**config.mk**
```make
export PLATFORM = sky130hd
export DESIGN_NAME = vector_mem_sequencer_flat
export DESIGN_NICKNAME = d
export VERILOG_FILES = /design/src/rtl/vector_mem_sequencer_pkg.sv /design/src/rtl/vector_mem_sequencer_if.sv /design/src/rtl/vector_mem_sequencer_lane_gather.sv /design/src/rtl/vector_mem_sequencer.sv /design/src/flat_wrapper.sv
export SDC_FILE = /design/constraint.sdc
export NUM_CORES = 1
export LEC_CHECK = 0
export ABC_CLOCK_PERIOD_IN_PS = 9100
export BUFFER_PORTS_ARGS = -buffer_cell sky130_fd_sc_hd__buf_2
export CELL_PAD_IN_SITES_DETAIL_PLACEMENT = 1
export CELL_PAD_IN_SITES_GLOBAL_PLACEMENT = 1
export CORE_MARGIN = 10
export CORE_UTILIZATION = 46
export CTS_CLUSTER_DIAMETER = 150
export DETAILED_ROUTE_END_ITERATION = 8
export PLACE_DENSITY = 0.91
export RECOVER_POWER = 25
export SYNTH_ARGS = -nofsm -noshare
export SYNTH_HDL_FRONTEND = slang
export SYNTH_HIERARCHICAL = 1
export SYNTH_SLANG_ARGS = --single-unit
```
**constraint.sdc**
```tcl
create_clock -name clk -period 9.1 [get_ports clk]
set_input_delay 0.91 -clock clk [delete_from_list [all_inputs] [get_ports clk]]
set_output_delay 0.91 -clock clk [all_outputs]
set_load 0.05 [all_outputs]
```
**src/rtl/vector_mem_sequencer_pkg.sv**
```systemverilog
// Shared types and default geometry for the vector memory-stage sequencer.
package vector_mem_sequencer_pkg;

  localparam int unsigned DataW        = 32;
  localparam int unsigned VecW         = 256;
  localparam int unsigned Beats        = VecW / DataW;
  localparam int unsigned BeatIdxW     = $clog2(Beats);
  localparam int unsigned BytesPerWord = 4;

  typedef enum logic [2:0] {
    StIdle,
    StStore,
    StLoad,
    StLoadLast,
    StDone
  } vmem_state_t;

endpackage

```
**src/rtl/vector_mem_sequencer_if.sv**
```systemverilog
// Memory-stage vector op request, data-memory beat port and hazard/result signals.
interface vector_mem_sequencer_if #(
  parameter int unsigned N = 32,
  parameter int unsigned V = 256
);

  logic         StartM;
  logic         VecWriteM;
  logic [N-1:0] AddrM;
  logic [V-1:0] WriteDataVM;
  logic [N-1:0] MemAddr;
  logic [N-1:0] MemWData;
  logic         MemWE;
  logic         MemRE;
  logic [N-1:0] MemRData;
  logic [V-1:0] ReadDataVM;
  logic         DoneVM;
  logic         StallVM;
  logic         AlignErrM;

  // Pipeline plus data memory: issues ops, answers reads.
  modport master (
    output StartM, VecWriteM, AddrM, WriteDataVM, MemRData,
    input  MemAddr, MemWData, MemWE, MemRE, ReadDataVM, DoneVM, StallVM, AlignErrM
  );

  modport slave (
    input  StartM, VecWriteM, AddrM, WriteDataVM, MemRData,
    output MemAddr, MemWData, MemWE, MemRE, ReadDataVM, DoneVM, StallVM, AlignErrM
  );

endinterface

```
**src/rtl/vector_mem_sequencer_lane_gather.sv**
```systemverilog
// vector_lane_gather: V-bit load register assembled one N-bit lane at a time.
module vector_lane_gather #(
  parameter int unsigned N     = 32,
  parameter int unsigned Lanes = 8
) (
  input  logic               clk,
  input  logic               rst,
  input  logic [Lanes-1:0]   i_lane_we,
  input  logic [N-1:0]       i_wdata,
  output logic [N*Lanes-1:0] o_data
);

  logic [Lanes-1:0][N-1:0] r_lanes;

  always_ff @(posedge clk or negedge rst) begin
    if (!rst) begin
      r_lanes <= '0;
    end else begin
      for (int i = 0; i < Lanes; i++) begin
        if (i_lane_we[i]) r_lanes[i] <= i_wdata;
      end
    end
  end

  assign o_data = r_lanes;

endmodule

```
**src/rtl/vector_mem_sequencer.sv**
```systemverilog
// Serializes a V-bit vector store into N-bit beats and gathers a vector load,
// stalling the pipeline while the transfer is in flight.
module vector_mem_sequencer
  import vector_mem_sequencer_pkg::*;
#(
  parameter int unsigned N = DataW,
  parameter int unsigned V = VecW
) (
  input logic                   clk,
  input logic                   rst,
  vector_mem_sequencer_if.slave bus
);

  localparam int unsigned NumBeats = V / N;
  localparam int unsigned IdxW     = $clog2(NumBeats);
  localparam int unsigned OffW     = $clog2(BytesPerWord);
  localparam logic [IdxW-1:0] LastIdx  = IdxW'(NumBeats - 1);
  localparam logic [N-1:0]    WordMask = ~N'(BytesPerWord - 1);

  vmem_state_t   r_state;
  logic [IdxW-1:0] r_idx;
  logic [N-1:0]  r_base;
  logic [V-1:0]  r_data;
  logic [N-1:0]  r_mem_addr;
  logic [N-1:0]  r_mem_wdata;
  logic          r_mem_we;
  logic          r_mem_re;
  logic          r_done;
  logic          r_align_err;

  logic [IdxW-1:0]     w_next_idx;
  logic [N-1:0]        w_next_addr;
  logic [N-1:0]        w_accept_base;
  logic [NumBeats-1:0] w_lane_we;
  logic [V-1:0]        w_read_data;

  assign w_next_idx    = r_idx + 1'b1;
  assign w_accept_base = bus.AddrM & WordMask;
  // Wraps mod 2^N by construction of the N-bit add.
  assign w_next_addr   = r_base + ({{(N - IdxW){1'b0}}, w_next_idx} << OffW);

  // Read data returns one cycle after its strobe, so lane idx-1 lands while beat idx issues.
  always_comb begin
    w_lane_we = '0;
    if (r_state == StLoad && r_idx != '0) w_lane_we[r_idx - 1'b1] = 1'b1;
    if (r_state == StLoadLast) w_lane_we[NumBeats-1] = 1'b1;
  end

  always_ff @(posedge clk or negedge rst) begin
    if (!rst) begin
      r_state     <= StIdle;
      r_idx       <= '0;
      r_base      <= '0;
      r_data      <= '0;
      r_mem_addr  <= '0;
      r_mem_wdata <= '0;
      r_mem_we    <= 1'b0;
      r_mem_re    <= 1'b0;
      r_done      <= 1'b0;
      r_align_err <= 1'b0;
    end else begin
      r_done <= 1'b0;
      unique case (r_state)
        StIdle: begin
          if (bus.StartM) begin
            r_base      <= w_accept_base;
            r_data      <= bus.WriteDataVM;
            r_idx       <= '0;
            r_align_err <= |(bus.AddrM & ~WordMask);
            r_mem_addr  <= w_accept_base;
            if (bus.VecWriteM) begin
              r_state     <= StStore;
              r_mem_we    <= 1'b1;
              r_mem_wdata <= bus.WriteDataVM[N-1:0];
            end else begin
              r_state  <= StLoad;
              r_mem_re <= 1'b1;
            end
          end
        end
        StStore: begin
          if (r_idx == LastIdx) begin
            r_state  <= StDone;
            r_mem_we <= 1'b0;
            r_done   <= 1'b1;
          end else begin
            r_idx       <= w_next_idx;
            r_mem_addr  <= w_next_addr;
            r_mem_wdata <= r_data[N*w_next_idx +: N];
          end
        end
        StLoad: begin
          if (r_idx == LastIdx) begin
            r_state  <= StLoadLast;
            r_mem_re <= 1'b0;
          end else begin
            r_idx      <= w_next_idx;
            r_mem_addr <= w_next_addr;
          end
        end
        StLoadLast: begin
          r_state <= StDone;
          r_done  <= 1'b1;
        end
        StDone:  r_state <= StIdle;
        default: r_state <= StIdle;
      endcase
    end
  end

  vector_lane_gather #(
    .N     (N),
    .Lanes (NumBeats)
  ) u_gather (
    .clk       (clk),
    .rst       (rst),
    .i_lane_we (w_lane_we),
    .i_wdata   (bus.MemRData),
    .o_data    (w_read_data)
  );

  assign bus.StallVM    = (rst && r_state == StIdle && bus.StartM) ||
                          (r_state inside {StStore, StLoad, StLoadLast});
  assign bus.MemAddr    = r_mem_addr;
  assign bus.MemWData   = r_mem_wdata;
  assign bus.MemWE      = r_mem_we;
  assign bus.MemRE      = r_mem_re;
  assign bus.DoneVM     = r_done;
  assign bus.AlignErrM  = r_align_err;
  assign bus.ReadDataVM = w_read_data;

endmodule

```
**src/flat_wrapper.sv**
```systemverilog
// flat-port wrapper written by rule: the top's interface ports become plain ports
module vector_mem_sequencer_flat import vector_mem_sequencer_pkg::*;
#(
  parameter int unsigned N = DataW,
  parameter int unsigned V = VecW
)
  (clk, rst, bus_StartM, bus_VecWriteM, bus_AddrM, bus_WriteDataVM, bus_MemRData, bus_MemAddr, bus_MemWData, bus_MemWE, bus_MemRE, bus_ReadDataVM, bus_DoneVM, bus_StallVM, bus_AlignErrM);
  vector_mem_sequencer_if #(.N(N), .V(V)) bus_i ();
  input logic clk;
  input logic rst;
  input wire logic [$bits(bus_i.StartM)-1:0] bus_StartM;
  input wire logic [$bits(bus_i.VecWriteM)-1:0] bus_VecWriteM;
  input wire logic [$bits(bus_i.AddrM)-1:0] bus_AddrM;
  input wire logic [$bits(bus_i.WriteDataVM)-1:0] bus_WriteDataVM;
  input wire logic [$bits(bus_i.MemRData)-1:0] bus_MemRData;
  output wire logic [$bits(bus_i.MemAddr)-1:0] bus_MemAddr;
  output wire logic [$bits(bus_i.MemWData)-1:0] bus_MemWData;
  output wire logic [$bits(bus_i.MemWE)-1:0] bus_MemWE;
  output wire logic [$bits(bus_i.MemRE)-1:0] bus_MemRE;
  output wire logic [$bits(bus_i.ReadDataVM)-1:0] bus_ReadDataVM;
  output wire logic [$bits(bus_i.DoneVM)-1:0] bus_DoneVM;
  output wire logic [$bits(bus_i.StallVM)-1:0] bus_StallVM;
  output wire logic [$bits(bus_i.AlignErrM)-1:0] bus_AlignErrM;
  assign bus_i.StartM = bus_StartM;
  assign bus_i.VecWriteM = bus_VecWriteM;
  assign bus_i.AddrM = bus_AddrM;
  assign bus_i.WriteDataVM = bus_WriteDataVM;
  assign bus_i.MemRData = bus_MemRData;
  assign bus_MemAddr = bus_i.MemAddr;
  assign bus_MemWData = bus_i.MemWData;
  assign bus_MemWE = bus_i.MemWE;
  assign bus_MemRE = bus_i.MemRE;
  assign bus_ReadDataVM = bus_i.ReadDataVM;
  assign bus_DoneVM = bus_i.DoneVM;
  assign bus_StallVM = bus_i.StallVM;
  assign bus_AlignErrM = bus_i.AlignErrM;
  vector_mem_sequencer #(.N(N), .V(V)) u_core (.clk(clk), .rst(rst), .bus(bus_i));
endmodule
```
==> metrics.txt <==
Buffers on Ports=646; Critical R2R Capture=u_core/bus.MemAddr[15]$_DFFE_PN0P_; Fmax=171.6 MHz; worst setup path end=u_core/bus.MemAddr[15]$_DFFE_PN0P_; GRT Total Usage=29.12%; hold buffer count at CTS=0; Worst EP arrival=6360 ps; Avg Cell Area, Syn=11.72 um^2; Worst-Margin Slew=3677 ps; Startpoint Class=flip-flop; Critical path origin=u_core/r_idx[0]$_DFFE_PN0P_; CP Cell Sequence=inv_1 > ha_4 > buf_4 > ha_1 > a21oi_1 > a21oi_1 > nand2_1 > or4_1 > nand3_1; WL per Instance=27.58 um; Peak VDD IR=0.2698 mV; Hold WC Path Type=reg -> reg; H-Tree Depth=3; Skew-Pair Late Insertion Delay=610 ps; gpl congestion=0.8661; # rows=89; clk buf depth=3; DR pass1 iterations=5; CP dominant cell by count=a21oi_1; DRC errors left=0; hold slack=473.1 ps; synth cell count leaders=nand2_1, dfrtp_1, mux2_4; drt total wl=103200 um; initial antenna violation count=19; effective utilization at floorplan=46.24%; count of cell types in the netlist=46; Top Ports=649; TritonCTS clock tree=done; clock skew=28.04 ps; pre-CTS WS=4471 ps; largest net degree at the start of global routing=203; nets=3245; die area=69220 um^2; cell with the most instances after synthesis=nand2_1; Yosys reg bits=614; register area share after synthesis=56.52%; vias in the first global route=23790; first-pass GRT wire length=155700 um; DRT iter0 DRCs=1715; critical path type=reg -> reg; failing checks=capacitance limit, slew limit; share of cells above drive strength 1=33.25%; post-CTS setup buffer count=0; power per cell area=451.5 nW/um^2; cell family with most CP delay=flip-flops; period utilization=64.06%; Synth Warn #=6; status=finished with violations; R2R setup slack=3270 ps; post-layout minimum cycle time=5829 ps; CTS root buf=clkbuf_16; synthesized instance count=2319; Lkg Pwr=16.75 nW; HPWL after DPL=69160 um; number of synthesized flops with an enable pin=0; final setup vio count=0; CTS buffer count=67; number of max-cap violations=3; Pins Over Slew Limit=190; clock net sink count=614; Max-slew headroom=-145.1%; reg2reg start=u_core/r_idx[0]$_DFFE_PN0P_; unrepaired setup endpoints after global routing=false; Worst Slack Setup Final=3271 ps; Post-synth ARST share=100.0%; Mapped Area=27190 um^2; post-synth top area cell=dfrtp_1; number of cells on the critical path=9; die span in y=263.1 um; Yosys top cell area share=56.52%; buffers plus inverters on the worst setup path=2; Max FO, Critical Path=65; Die W=263.1 um; P&R area growth vs syn=20.42%; Synth area leaders=dfrtp_1, mux2_4, nand2_1; crit end category=flip-flop; worst r2r path cells=9; DR vias/cell=5.617; total grt overflow=0; Max stage delay on crit path=1910 ps; Fin Setup TNS=0 ps; clock slew at reported path FFs=70 ps; vias=21010; post-route ant nets=0; Final Hold Vio Count=0; Synth Flop Type=dfrtp_1; post-cts resize count=0; core region area=58800 um^2; CP max-delay cell=dfrtp_1; Worst Path Required=9630 ps
sequential cells by signal, indices dropped and copies added, names as in the netlist:
name,cells
u_core/bus.MemRE,1
u_core/bus.MemWE,1
u_core/bus.MemAddr,30
u_core/r_data,256
u_core/bus.AlignErrM,1
u_core/r_idx,3
u_core/u_gather/o_data,256
u_core/bus.DoneVM,1
u_core/r_state,3
u_core/r_base,30
u_core/bus.MemWData,32
where the power goes:
group          total, mW  internal [mW]  switching [mW]
registers           4.88           3.93           0.944
logic               7.03           2.24            4.80
clock network       2.87           1.71            1.16
through the flow:
stage / instances / utilization [%] / area [um^2] / power [mW]
4_1_cts: 3732 / 55.95 / 32890 / 14.88
3_5_place_dp: 3617 / 52.04 / 30600 / 11.78
2_1_floorplan: 2320 / - / 27190 / 9.684
6_report: 3741 / 55.68 / 32740 / 14.78
3_3_place_gp: 3617 / 52.04 / 30600 / 11.33
5_1_grt: 3740 / 55.68 / 32740 / 15.50
cell families after synthesis:
family,Yosys count,synth area share (%)
AOI/OAI and AO/OA,136,2.821
muxes,357,20.58
DFF,614,56.52
xor gates and xnor gates,28,0.9021
and+or+nand+nor,1021,14.62
other,1,0.01379
adders and majority gates,8,0.3958
buffers and inverters,154,4.151
per-layer routing:
layer	share of wire [%]	global-route usage, %	routed length [um]	vias up
li1	-	-	-	8832
met1	36	32.00	37290	10820
met2	51	50.55	52330	997
met3	6.8	7.204	6985	349
met4	6.3	17.09	6448	18
met5	0.11	0	110	-
worst reg2reg max path, delay by kind of cell (launching register included):
kind,cells,cell delay [ps]
buf+inv,2,1260
fa+ha+maj,2,820
compound gates,2,1060
flops,1,1910
simple gates,3,720
worst min path at each step:
stage,from,to,slack (ps),depth (start not counted)
final,u_core/r_data[228]$_DFFE_PN0P_,u_core/r_data[228]$_DFFE_PN0P_,470,2
after global routing,bus_WriteDataVM[39],u_core/r_data[39]$_DFFE_PN0P_,480,3
after CTS,rst,u_core/u_gather/o_data[3]$_DFFE_PN0P_,250,1
after detailed placement,u_core/r_data[101]$_DFFE_PN0P_,u_core/r_data[101]$_DFFE_PN0P_,460,2
after global placement,u_core/bus.AlignErrM$_DFFE_PN0P_,u_core/bus.AlignErrM$_DFFE_PN0P_,450,2
after floorplan,u_core/r_data[100]$_DFFE_PN0P_,u_core/r_data[100]$_DFFE_PN0P_,440,2
cell type report:
class	instances	area (um^2)
Sequential cell	614	15360
Fill cell	6437	26060
Clock inverter	20	331.6
Inverter	8	30.03
Antenna cell	9	22.52
Multi-Input combinational cell	1552	10770
Tap cell	773	967.2
Clock buffer	95	1964
Timing Repair Buffer	670	3283
cells in the final DEF, fill, tap and decap left out, drive strengths merged, types with 13 or more instances in the layout:
| cell | netlist | final |
|---|---|---|
| nand2 | 951 | 951 |
| dfrtp | 614 | 614 |
| buf | 97 | 546 |
| mux2 | 256 | 256 |
| clkbuf | 49 | 219 |
| o21ai | 96 | 96 |
| mux4 | 64 | 64 |
| mux2i | 37 | 37 |
| xor2 | 21 | 21 |
| a22oi | 17 | 17 |
| nand3 | 13 | 13 |
Note: power is estimated with default switching activity, not from simulation.
